==> src/rtl/dsa_csr_bank.sv <==
// rtl/dsa_csr_bank.sv - DSA control/status register bank; DSA_CSR_PERF_EN adds the busy-cycle PERF counter
module dsa_csr_bank #(
    parameter int                      ADDR_W      = 8,
    parameter int                      DATA_W      = 32,
    parameter int                      N_CFG       = 4,
    parameter int                      START_W     = 8,
    parameter logic [N_CFG*DATA_W-1:0] CFG_RST_VAL = '0
) (
    input  logic                    clk_sys,
    input  logic                    rst_sys_n,
    input  logic                    req_valid,
    output logic                    req_ready,
    input  logic                    req_write,
    input  logic [ADDR_W-1:0]       req_addr,
    input  logic [DATA_W-1:0]       req_wdata,
    output logic                    rsp_valid,
    output logic [DATA_W-1:0]       rsp_rdata,
    output logic                    rsp_err,
    output logic [N_CFG*DATA_W-1:0] cfg_flat,
    output logic                    start_pulse,
    input  logic                    core_busy,
    input  logic                    core_done,
    output logic                    irq
);

    localparam logic [ADDR_W-1:0] A_CTRL   = ADDR_W'(32'h00);
    localparam logic [ADDR_W-1:0] A_STATUS = ADDR_W'(32'h10);
    localparam logic [ADDR_W-1:0] A_PERF   = ADDR_W'(32'h11);
    localparam logic [31:0]       DEAD     = 32'hDEADBEEF;
    localparam logic [DATA_W-1:0] BAD_DATA = DATA_W'(DEAD);
    localparam logic [7:0]        START_LD = 8'(START_W);

    typedef enum logic {S_IDLE, S_RESP} state_t;

    state_t                         state_q, state_d;
    logic                           req_ready_q, req_ready_d;
    logic                           rsp_valid_q, rsp_valid_d;
    logic [DATA_W-1:0]              rsp_rdata_q, rsp_rdata_d;
    logic                           rsp_err_q, rsp_err_d;
    logic [N_CFG-1:0][DATA_W-1:0]   cfg_q, cfg_d;
    logic                           irq_en_q, irq_en_d;
    logic [7:0]                     start_cnt_q, start_cnt_d;
    logic                           done_sticky_q, done_sticky_d;
    logic                           start_rej_q, start_rej_d;
    logic                           done_prev_q, done_prev_d;
    logic                           irq_q, irq_d;
    logic [DATA_W-1:0]              perf_val;

    logic                           busy_int;
    logic                           done_edge;
    logic                           accept;
    logic                           wr;
    logic                           ctrl_wr;
    logic                           status_wr;
    logic                           start_go;
    logic                           start_bad;
    logic                           addr_mapped;
    logic [N_CFG-1:0]               cfg_hit;
    logic [DATA_W-1:0]              rd_data;

    assign busy_int  = core_busy | (start_cnt_q != 8'd0);
    assign done_edge = core_done & ~done_prev_q;
    assign accept    = (state_q == S_IDLE) & req_valid;
    assign wr        = accept & req_write;
    assign ctrl_wr   = wr & (req_addr == A_CTRL);
    assign status_wr = wr & (req_addr == A_STATUS);
    assign start_go  = ctrl_wr & req_wdata[0] & ~busy_int;
    assign start_bad = ctrl_wr & req_wdata[0] & busy_int;

`ifdef DSA_CSR_PERF_EN
    logic [DATA_W-1:0] perf_q, perf_d;

    assign perf_val = perf_q;

    always_comb begin
        perf_d = perf_q;
        if (start_go) begin
            perf_d = '0;
        end else if (core_busy && (perf_q != {DATA_W{1'b1}})) begin
            perf_d = perf_q + DATA_W'(1);
        end
    end
`else
    assign perf_val = '0;
`endif

    // Read data reflects register state before any same-cycle update.
    always_comb begin
        rd_data     = '0;
        addr_mapped = 1'b1;
        cfg_hit     = '0;
        if (req_addr == A_CTRL) begin
            rd_data[1] = irq_en_q;
        end else if (req_addr == A_STATUS) begin
            rd_data[2:0] = {busy_int, start_rej_q, done_sticky_q};
        end else if (req_addr == A_PERF) begin
            rd_data = perf_val;
        end else begin
            for (int k = 0; k < N_CFG; k++) begin
                if (req_addr == ADDR_W'(k + 1)) begin
                    cfg_hit[k] = 1'b1;
                    rd_data    = cfg_q[k];
                end
            end
            if (cfg_hit == '0) begin
                addr_mapped = 1'b0;
                rd_data     = BAD_DATA;
            end
        end
    end

    always_comb begin
        state_d = state_q;
        unique case (state_q)
            S_IDLE:  if (accept) state_d = S_RESP;
            S_RESP:  state_d = S_IDLE;
            default: state_d = S_IDLE;
        endcase

        req_ready_d = (state_d == S_IDLE);
        rsp_valid_d = accept;
        rsp_rdata_d = (accept && !req_write) ? rd_data : '0;
        rsp_err_d   = accept & (~addr_mapped | start_bad);

        irq_en_d = ctrl_wr ? req_wdata[1] : irq_en_q;

        cfg_d = cfg_q;
        for (int k = 0; k < N_CFG; k++) begin
            if (wr && cfg_hit[k]) cfg_d[k] = req_wdata;
        end

        if (start_go) begin
            start_cnt_d = START_LD;
        end else if (start_cnt_q != 8'd0) begin
            start_cnt_d = start_cnt_q - 8'd1;
        end else begin
            start_cnt_d = 8'd0;
        end

        // A hardware set in the same cycle as a W1C clear wins.
        done_sticky_d = (done_sticky_q & ~(status_wr & req_wdata[0])) | done_edge;
        start_rej_d   = (start_rej_q & ~(status_wr & req_wdata[1])) | start_bad;
        done_prev_d   = core_done;
        irq_d         = irq_en_q & done_sticky_q;
    end

    always_ff @(posedge clk_sys) begin
        if (!rst_sys_n) begin
            state_q       <= S_IDLE;
            req_ready_q   <= 1'b1;
            rsp_valid_q   <= 1'b0;
            rsp_rdata_q   <= '0;
            rsp_err_q     <= 1'b0;
            cfg_q         <= CFG_RST_VAL;
            irq_en_q      <= 1'b0;
            start_cnt_q   <= 8'd0;
            done_sticky_q <= 1'b0;
            start_rej_q   <= 1'b0;
            done_prev_q   <= 1'b0;
            irq_q         <= 1'b0;
`ifdef DSA_CSR_PERF_EN
            perf_q        <= '0;
`endif
        end else begin
            state_q       <= state_d;
            req_ready_q   <= req_ready_d;
            rsp_valid_q   <= rsp_valid_d;
            rsp_rdata_q   <= rsp_rdata_d;
            rsp_err_q     <= rsp_err_d;
            cfg_q         <= cfg_d;
            irq_en_q      <= irq_en_d;
            start_cnt_q   <= start_cnt_d;
            done_sticky_q <= done_sticky_d;
            start_rej_q   <= start_rej_d;
            done_prev_q   <= done_prev_d;
            irq_q         <= irq_d;
`ifdef DSA_CSR_PERF_EN
            perf_q        <= perf_d;
`endif
        end
    end

    assign req_ready   = req_ready_q;
    assign rsp_valid   = rsp_valid_q;
    assign rsp_rdata   = rsp_rdata_q;
    assign rsp_err     = rsp_err_q;
    assign cfg_flat    = cfg_q;
    assign start_pulse = (start_cnt_q != 8'd0);
    assign irq         = irq_q;

endmodule
==> config.mk <==
export PLATFORM = sky130hd
export DESIGN_NAME = dsa_csr_bank
export DESIGN_NICKNAME = d
export VERILOG_FILES = /design/src/rtl/dsa_csr_bank.sv
export SDC_FILE = /design/constraint.sdc
export NUM_CORES = 1
export LEC_CHECK = 0
export CAP_MARGIN = 20
export CORE_MARGIN = 2
export CORE_UTILIZATION = 50
export CTS_BUF_LIST = sky130_fd_sc_hd__clkbuf_4
export CTS_CLUSTER_DIAMETER = 200
export DETAILED_ROUTE_END_ITERATION = 6
export PLACE_DENSITY = 0.83
export SLEW_MARGIN = 40
export SYNTH_ARGS = -nofsm -noshare
export SYNTH_HDL_FRONTEND = slang
export SYNTH_SLANG_ARGS = --single-unit
==> constraint.sdc <==
create_clock -name clk_sys -period 3 [get_ports clk_sys]
set_input_delay 0.6 -clock clk_sys [delete_from_list [all_inputs] [get_ports clk_sys]]
set_output_delay 0.6 -clock clk_sys [all_outputs]
set_load 0.1 [all_outputs]
==> metrics.txt, run 1 <==
cts repair resizes 0; Min-Delay Path Class input port to flip-flop; Clk Latency, worst-skew pair 0.56 ns; final instance area 9700 um^2; largest incremental delay on the critical path 0.36 ns; Initial Util 50.6%; hold path startpoint rst_sys_n; leakage power 3.85 nW; worst reg2reg path startpoint state_q; Peak supply drop 338 uV; syn_area_per_cell 8.61 um^2; crit path DAT 1.77 ns; cts hold-fix bufs 0; placed inst area 9420 um^2; initial antenna violation count 0; Die W 128 um; slew margin rel. 48.9%; CP Launch Type flip-flop; RR Endpoint cfg_flat[99]; Final period util 79.1%; asr flop ratio synth 0%; Clock Path Buffers 2; total number of vias 7,305; DR iter-0 viols 668; Critical Path RT 2.40 ns; Peak Freq 0.421 GHz; Net count, final 1,116; Min Hold Slack 0.398 ns; worst r2r path cells 4; Tot GR Track Use 28.5%; H-tree levels 4; vias in the first global route 6,758; Layout Utilization 64.3%; YS warnings 0; root buffer selected by CTS clkbuf_4; Final min period 2.37 ns; post-synth top area cell dfxtp_1; Filler cells 1,302; Worst setup EP type output port; core area 15,100 um^2; Slew @ Worst Pin 0.766 ns; cells after synthesis 887; residual DRC count 0; P per Cell Area 470 nW/um^2; DR WL/cell 18.4 um; CTS tree done; syn nets 935; pre-CTS setup slack 0.0856 ns; diode count 0; Worst Path Class, Setup flip-flop to output port; largest cells by area after synthesis dfxtp_1 (46%), nand2_1 (10%), nand3_1 (4.6%), a21boi_0 (3.5%), a21boi_1 (2.9%); top_reg_cell synth dfxtp_1; remaining antenna violation count 0; CTS sink count 177; I/O pin cnt 211; Clock Skews 0.0228 ns; 1st-pass router iterations 5; setup TNS 0 ns; DRT Wirelength 23,400 um; final hold vios 0; postcts setup bufs 0; Area Growth Syn to Fin 27.0%; global-route wire length before repair 36,300 um; RSZ-0062 raised after global routing false; clock-pin slew on the worst setup and hold paths 0.14 ns; Synth Register Bits 177; Final HPWL DP 15,900 um; Worst Slack Setup Final 0.627 ns; largest net degree at the start of global routing 87; outcome complete, no violations; Max Cap Viol 0; layout cells sized above 1 27.9%; gpl congestion 0.859; Reg2Reg Setup Slack 1.25 ns; commonest non-fill, non-tap cells in the layout nand2_1 (213), buf_4 (195), dfxtp_1 (177); number of distinct library cells after synthesis 54; Port Buf Inserts 210; Slew Viols, Final 0; Seq/Total Area, Yosys 46.4%; Hold Path Depth 3; Yosys top cell area share 46.4%; Setup violations, final 0; Die Y 128 um; # rows 45; Vias/cell 5.76; crit-path max FO 5; gr ovfl total 0; most common cell after layout, fill and taps aside nand2_1; die area 16,300 um^2; synthesized cell area 7640 um^2; worst path cell trace nor4_1, nand3_1, buf_4; Slowest cell on crit path dfxtp_1; CTS Buf Count 17; number of synthesized flops with an enable pin 0; Hold Path Sink cfg_flat[41]
-- layout make-up --
type | count | area, um^2 | area share [%]
clock buffer | 22 | 165 | 1.70
timing repair buffer | 242 | 1950 | 20.1
inverter | 7 | 26.3 | 0.271
clock inverter | 9 | 115 | 1.19
tap | 188 | 235 | 2.43
multi-input combinational | 623 | 3670 | 37.8
sequential | 177 | 3540 | 36.5
-- stage by stage --
stage,total power [mW],std cells
after global routing,4.74,1268
after global placement,3.21,1237
after detailed placement,3.22,1237
after floorplan,3.01,887
after CTS,4.57,1268
final,4.56,1268
-- registers in the layout, summed over array words and instances, names as in the netlist --
signal	cells
irq_en_q	1
irq	1
state_q	1
done_sticky_q	1
cfg_flat	128
start_rej_q	1
rsp_rdata	32
rsp_valid	1
rsp_err	1
start_cnt_q	8
done_prev_q	1
req_ready	1
-- cells in the mapped netlist (all sizes together) (3+ instances only) --
library cell and count:
nand3 90, nor4 7, mux2i 3, clkbuf 45, a211o 3, dfxtp 177, o2bb2ai 8, nand2 243
nor2b 4, buf 35, a31oi 21, a21oi 9, mux2 9, o21ai 45, and2 6, a21boi 66
xor2 4, nor3 3, a21o 23, nor2 15, inv 7, or4 3, nand4 4, or3b 3
o221ai 24, o211a 8
-- power by group --
group	leakage [nW]	internal, mW	switching, mW
clock	0.158	0.607	0.769
combinational	2.26	0.235	0.486
sequential	1.43	2.42	0.0442
-- layer usage --
metal,up-vias,routed length [um],global-route usage (%)
met5,-,0,0
met4,0,587,10.3
met3,57,2150,8.46
met2,373,11000,47.7
met1,3439,9610,35.0
li1,3436,-,-
-- logic make-up (layout without fill, tap and decap cells) --
group                    Yosys count  count (layout)  share of synthesized area, %
AO/OA/AOI/OAI                    216             216                          20.0
XOR/XNOR                           6               6                         0.688
adder cells (fa/ha/maj)            2               2                         0.328
buffers and inverters             87             280                          6.01
flip-flops                       177             177                          46.4
multiplexers                      12              12                          1.72
AND/OR/NAND/NOR                  387             387                          24.8
-- critical path, delay by kind of cell, from the launching register on --
kind	cells	cell delay, ns
buffers and inverters	1	0.29
and+or+nand+nor	2	0.56
DFF	1	0.36
-- worst max path at each step --
stage | end | cells after the start | startpoint | slack (ns)
after floorplan | start_cnt_q[3] | 4 | start_cnt_q[5] | 0.56
after global routing | start_pulse | 3 | start_cnt_q[5] | 0.46
after CTS | start_pulse | 3 | start_cnt_q[3] | 0.58
after detailed placement | cfg_flat[96] | 5 | req_addr[5] | 0.09
after global placement | cfg_flat[96] | 5 | req_addr[5] | 0.11
final | start_pulse | 3 | start_cnt_q[3] | 0.63
Power figures use the tool's default switching activity.
==> inputs of run 2 (changes only) <==
- clock period: 3 -> 2.35 ns (I/O delays scaled with it)
==> run 2 against run 1 <==
- routed wire length increased by 0.63%
- worst hold slack got worse by 0.16 ns
- cell count increased by 2.4%
- clock power increased by 20%
- register-to-register slack got worse by 0.65 ns
- flip-flop and latch count unchanged
- clock skew about the same
- largest cell class unchanged
==> metrics.txt, run 2 (synthesized netlist as in run 1, its figures left out) <==
crit path launch start_cnt_q[5] (was start_cnt_q[3]); final hold vios 0 (unchanged); 1st-pass router iterations 5 (unchanged); initial antenna violation count 1 (was 0); P per Cell Area 572 nW/um^2 (was 470 nW/um^2); Vias/cell 5.67 (was 5.76); Clock Skews 0.0229 ns (was 0.0228 ns); max reg flops 128 (unchanged); root buffer selected by CTS clkbuf_4 (unchanged); CTS tree done (unchanged); worst reg2reg path startpoint state_q (unchanged); Net count, final 1,144 (was 1,116); slew margin rel. 58.4% (was 48.9%); Min Hold Slack 0.234 ns (was 0.398 ns); placed inst area 9810 um^2 (was 9420 um^2); DR iter-0 viols 612 (was 668); Setup violations, final 0 (unchanged); Slew @ Worst Pin 0.623 ns (was 0.766 ns); clock-pin slew on the worst setup and hold paths 0.14 ns (about the same); layout cells sized above 1 30.0% (was 27.9%); worst r2r path cells 6 (was 4); gr ovfl total 0 (unchanged); global-route wire length before repair 36,500 um (was 36,300 um); # rows 45 (unchanged); remaining antenna violation count 0 (unchanged); H-tree levels 4 (unchanged); final instance area 10,100 um^2 (was 9700 um^2); vias in the first global route 6,853 (was 6,758); Min-Delay Path Class input port to flip-flop (unchanged); Flop pwr share 54.7% (was 54.0%); timing endpoint of the critical path start_pulse (unchanged); DR WL/cell 18.1 um (was 18.4 um); Tot GR Track Use 28.7% (was 28.5%); Layout Utilization 66.9% (was 64.3%); leakage power 4.02 nW (was 3.85 nW); Initial Util 50.6% (unchanged); internal power 3.96 mW (was 3.26 mW); CTS sink count 177 (unchanged); residual DRC count 0 (unchanged); Hold Path Depth 2 (was 3); Peak Freq 0.458 GHz; most common cell after layout, fill and taps aside nand2_1 (unchanged); Final min period 2.18 ns; crit-path max FO 5 (unchanged); I/O pin cnt 211 (unchanged); Worst Path Class, Setup flip-flop to output port (unchanged); outcome complete, no violations (unchanged); Die Y 128 um (unchanged); commonest non-fill, non-tap cells in the layout nand2_1 (213), buf_4 (208), dfxtp_1 (177) (was nand2_1 (213), buf_4 (195), dfxtp_1 (177)); cts hold-fix bufs 0 (unchanged); largest net degree at the start of global routing 104 (was 87); RR Endpoint cfg_flat[80] (was cfg_flat[99]); crit path DAT 1.71 ns (was 1.77 ns); CP Launch Type flip-flop (unchanged); Slew Viols, Final 0 (unchanged); CTS Buf Count 17 (unchanged); total number of vias 7,354 (was 7,305); Final Non-Filler Cells 1,298 (was 1,268); Logic pwr share 16.7% (was 15.8%); Worst setup EP type output port (unchanged); Final HPWL DP 16,300 um (was 15,900 um); Peak supply drop 432 uV (was 338 uV); Port Buf Inserts 210 (unchanged); Reg2Reg Setup Slack 0.60 ns (was 1.25 ns); Die W 128 um (unchanged); part of the power in the clock network 28.6% (was 30.2%); sw frac 31.4% (was 28.5%); gpl congestion 0.829 (was 0.859); DRT Wirelength 23,500 um (was 23,400 um); postcts setup bufs 0 (unchanged); placed insts 1,265 (was 1,237); Net Switching 1.81 mW (was 1.30 mW); RSZ-0062 raised after global routing false (unchanged); Area Growth Syn to Fin 32.1% (was 27.0%); cts repair resizes 0 (unchanged); Max Cap Viol 0 (unchanged); die area 16,300 um^2 (unchanged); Clock Path Buffers 2 (unchanged); Clk Latency, worst-skew pair 0.59 ns (was 0.56 ns); Critical Path RT 1.88 ns (was 2.40 ns); core area 15,100 um^2 (unchanged); Final period util 92.8%; Power Total 5.77 mW (was 4.56 mW)
==> run 2: cell count changes in the layout (fill, tap and decap cells not counted), moves of 2 or more <==
| cell | change |
|---|---|
| buf_12 | +14 |
| buf_4 | +13 |
| bufinv_16 | -2 |
| clkbuf_4 | -5 |
| clkinv_1 | -2 |
| clkinv_4 | +2 |
| clkinvlp_4 | +5 |
| inv_6 | +3 |
==> run 2: layout make-up <==
cell class	instances	area, um^2
antenna	1	2.50
clock buffer	17	128
clock inverter	15	135
fill	1270	5000
inverter	7	26.3
multi-input combinational	623	3680
sequential	177	3540
tap	188	235
timing repair buffer	270	2330
==> run 2: worst min-delay path by stage <==
stage                     endpoint           start  slack, ns
floorplan           start_cnt_q[0]  start_cnt_q[0]       0.41
global placement    start_cnt_q[0]  start_cnt_q[0]       0.43
detailed placement  start_cnt_q[0]  start_cnt_q[0]       0.43
CTS                      req_ready       rst_sys_n       0.20
global route             req_ready       rst_sys_n       0.21
finish                   req_ready       rst_sys_n       0.23
==> run 2: worst max-delay path, cell delays in order (launching register included) <==
cell	delay, ns
dfxtp_1	0.38
nor4_4	0.32
nand3_2	0.17
buf_4	0.27
==> run 2: power by group through the flow <==
stage / registers, mW / logic [mW] / clock network (mW)
2_1_floorplan: 3.35 / 0.507 / 0
3_3_place_gp: 3.20 / 0.928 / 0
3_5_place_dp: 3.20 / 0.942 / 0
4_1_cts: 3.14 / 0.946 / 1.67
5_1_grt: 3.17 / 1.03 / 1.81
6_report: 3.15 / 0.962 / 1.65
==> run 2: stage by stage <==
| stage | setup WS, ns | TNS, ns |
|---|---|---|
| 2_1_floorplan | 0.129 | 0 |
| 3_3_place_gp | -0.169 | -13.37 |
| 3_5_place_dp | -0.272 | -18.05 |
| 4_1_cts | 0.00522 | 0 |
| 5_1_grt | 0.0290 | 0 |
| 6_report | 0.168 | 0 |
==> run 2: layer usage <==
layer | GRT usage, % | wire, um | vias up
met1 | 36.1 | 9760 | 3469
met2 | 46.0 | 11100 | 342
met5 | 0 | 0 | -
met3 | 8.75 | 2080 | 43
li1 | - | - | 3500
met4 | 11.6 | 597 | 0
==> RTL edit 1: new RTL, config.mk and constraints of run 1 <==
The option `DSA_CSR_PERF_EN` is turned on by a define.
--- a/src/rtl/dsa_csr_bank.sv
+++ b/src/rtl/dsa_csr_bank.sv
@@ -1,4 +1,6 @@
 // rtl/dsa_csr_bank.sv - DSA control/status register bank; DSA_CSR_PERF_EN adds the busy-cycle PERF counter
+`define DSA_CSR_PERF_EN
+
 module dsa_csr_bank #(
     parameter int                      ADDR_W      = 8,
     parameter int                      DATA_W      = 32,
Behaviour: not the same (a bounded check fails within 4 cycles, from zero or initial values and one cycle with rst_sys_n low).
==> RTL edit 1 against run 1 <==
  * Sequential power is 17% higher
  * Largest cell class unchanged
  * Sequential cell count rose by 32
  * Clock power is 59% higher
  * Wire length up 28%
  * Design area grew 22%
  * Area after synthesis up 20%
  * Highest routed layer unchanged
  * Critical endpoint unchanged
  * Power increased by 28%
  * Worst setup slack got worse by 0.33 ns
  * Cell count up 26%
==> RTL edit 1: results (changes against run 1) <==
[pwr]
ir_worst_vdd_mv=0.371  ; +9.9%
leakagePower_nw=4.43  ; +15%

[timing]
worst_slack_ns=0.302  ; -0.325 ns
fin_worst_skew_ns=0.0336  ; +0.0108 ns
fin_hold_ws_ns=0.276  ; -0.122 ns

[global_routing]
track_usage=0.300  ; +0.0146
grt_max_degree=131  ; +51%
grtUsageMet3=0.0780  ; -0.00655

[placed_design]
post-dp-hpwl_um=21100  ; +33%
gp_congestion=0.922  ; +7.4%
dpl-instance-area_sq_um=11200  ; +19%

[routing]
wl_met2_um=14000  ; +27%
dr.first_iter.drc_count=693  ; +3.7%
wirelength_um=29900  ; +28%
vias=9134  ; +25%
wl_per_cell_um=18.7  ; +1.5%

[outcome]
status=complete, no violations

[final_layout]
nNetsFinal=1386  ; +24%
final-nonclk-buf-share=0.174  ; -0.0264
nNonClkBuffers=248  ; +2.5%
multi_input_area_share=0.393  ; +0.0152
multi_input_area_sq_um=4640  ; +26%

[yosys]
ys_seq_area_frac=0.458  ; -0.00594
synthCells=1111  ; +25%

[clock_network]
clockBufferDepth=3  ; +1
cts_sinks=209  ; +18%
clkLatencyLatePin_ns=0.66  ; +0.10 ns

[RTL edit 1: cells by family after synthesis]
family,Yosys count,share of synthesized area
AOI/OAI and AO/OA,311,0.225
xor gates and xnor gates,13,0.0125
adders and majority gates,3,0.00411
buffers and inverters,88,0.0392
DFF,209,0.458
muxes,34,0.0403
and+or+nand+nor,453,0.221
[RTL edit 1: power by group]
group | leakage [nW] | switching [mW] | internal, mW
Combinational | 2.39 | 0.494 | 0.242
Clock | 0.350 | 1.10 | 1.09
Sequential | 1.69 | 0.0509 | 2.84
Total | 4.43 | 1.65 | 4.18
[RTL edit 1: final timing paths]
path                                startpoint              to  depth (start not counted)
worst max-delay path            start_cnt_q[3]     start_pulse                          3
worst min-delay path                 rst_sys_n     done_prev_q                          2
worst max register to register       perf_q[8]      perf_q[21]                          5
worst min register to register  start_cnt_q[0]  start_cnt_q[0]                          1
[RTL edit 1: critical path, stage by stage (launching register included)]
cell and delay, ns:
dfxtp_1 0.34, nor4_1 0.41, nand3_1 0.35, buf_4 0.35
==> RTL edit 2: new RTL, settings of run 1 <==
Without the edit above. The output `irq` loses its register stage (`irq_q` becomes a continuous assignment).
--- a/src/rtl/dsa_csr_bank.sv
+++ b/src/rtl/dsa_csr_bank.sv
@@ -157,7 +157,6 @@
             done_sticky_q <= 1'b0;
             start_rej_q   <= 1'b0;
             done_prev_q   <= 1'b0;
-            irq_q         <= 1'b0;
 `ifdef DSA_CSR_PERF_EN
             perf_q        <= '0;
 `endif
@@ -173,12 +172,13 @@
             done_sticky_q <= done_sticky_d;
             start_rej_q   <= start_rej_d;
             done_prev_q   <= done_prev_d;
-            irq_q         <= irq_d;
 `ifdef DSA_CSR_PERF_EN
             perf_q        <= perf_d;
 `endif
         end
     end
+
+    assign irq_q = irq_d;
 
     assign req_ready   = req_ready_q;
     assign rsp_valid   = rsp_valid_q;
Behaviour: not the same (a bounded check fails within 4 cycles, from zero or initial values and one cycle with rst_sys_n low).
==> RTL edit 2 against run 1 <==
  * Cell count down 5.8%
  * Sequential share of layout area up 1.8 points
  * Sequential cell count down 1
  * Design area down 5.1%
  * Power down 4.6%
  * Critical path type unchanged
  * Worst setup slack worse by 0.16 ns
  * Wire length down 9.6%
  * Count of clock-buffer cells in the layout down 4
  * Worst hold slack better by 0.056 ns
  * Area after synthesis down 7.5%
==> RTL edit 2: results (changes against run 1) <==
[yosys]
ys_types=47  ; -13%
ys_top_cells_by_area=dfxtp_1 (50%), o21ai_0 (7.1%), nand2_1 (6.7%)
ys_seq_area_frac=0.498  ; +0.0345
synth_fa_ha_area_frac=0.00354  ; +0.000264
syn_nets=859  ; -8.1%
synth-compound-area-share=0.216  ; +0.0163
synthXorXnorAreaFrac=0.00743  ; +0.000554
synth.top_cells.by_count=dfxtp_1 (176), nand2_1 (126), o21ai_0 (100)

[placed_design]
place_ws_ns=0.300  ; +0.214 ns
gp_congestion=0.925  ; +7.7%
post-dp-hpwl_um=14800  ; -6.5%

[clock_network]
clkTransAtPathRegs_ns=0.12  ; -0.02 ns

[global_routing]
track_usage=0.275  ; -0.0102
met1_usage=0.374  ; +0.0241
antenna_found_initial=1  ; +1
gr-usage-met2=0.428  ; -0.0490
grt_pass1_wl_um=32000  ; -12%
first_global_vias=6079  ; -10%
grtUsageMet3=0.0660  ; -0.0186

[timing]
fin_worst_skew_ns=0.0126  ; -0.0102 ns
tightestPinTransition_ns=0.632  ; -0.134 ns

[pwr]
ir_worst_vdd_mv=0.267  ; -21%
leakagePower_nw=3.77  ; -2.1%

[routing]
wl_per_cell_um=17.7  ; -4.0%
dr.first_iter.drc_count=590  ; -12%
vias=6828  ; -6.5%

[final_layout]
nNetsFinal=1048  ; -6.1%
drive_gt1_frac=0.267  ; -0.0122

[worst_setup_path]
r2r-end=start_cnt_q[3]

[min_path]
hp-class=reg -> reg

[outcome]
status=complete, no violations

-- RTL edit 2: worst min-delay path by stage --
| stage | slack (ns) | to | cells after the start | start |
|---|---|---|---|---|
| finish | 0.45 | start_cnt_q[0] | 1 | start_cnt_q[0] |
| floorplan | 0.41 | start_cnt_q[0] | 1 | start_cnt_q[0] |
| detailed placement | 0.44 | start_cnt_q[0] | 1 | start_cnt_q[0] |
| global route | 0.44 | cfg_flat[34] | 2 | rst_sys_n |
| CTS | 0.41 | start_rej_q | 2 | rst_sys_n |
| global placement | 0.43 | start_cnt_q[0] | 1 | start_cnt_q[0] |
-- RTL edit 2: final cells by class --
type	instances	area, sq um
fill	1159	4630
clock inverter	14	100
antenna	1	2.50
sequential	176	3520
inverter	8	30.0
clock buffer	18	135
tap	180	225
timing repair buffer	242	1950
multi-input combinational	555	3230
-- RTL edit 2: power by group --
| group | leakage (nW) | switching (mW) | internal [mW] |
|---|---|---|---|
| clock | 0.142 | 0.780 | 0.402 |
| combinational | 2.20 | 0.481 | 0.238 |
| sequential | 1.42 | 0.0447 | 2.40 |
-- RTL edit 2: per-stage QoR --
step	instance area [sq um]	instances
after floorplan	7070	811
after global placement	8960	1161
after detailed placement	8960	1161
after CTS	9200	1193
after global routing	9200	1194
final	9200	1194
-- RTL edit 2: routing by layer --
layer  wire length, um  vias to the layer above
met5                 0                        -
met2              9880                      314
met1              9040                     3212
met3              1750                       42
li1                  -                     3260
met4               477                        0
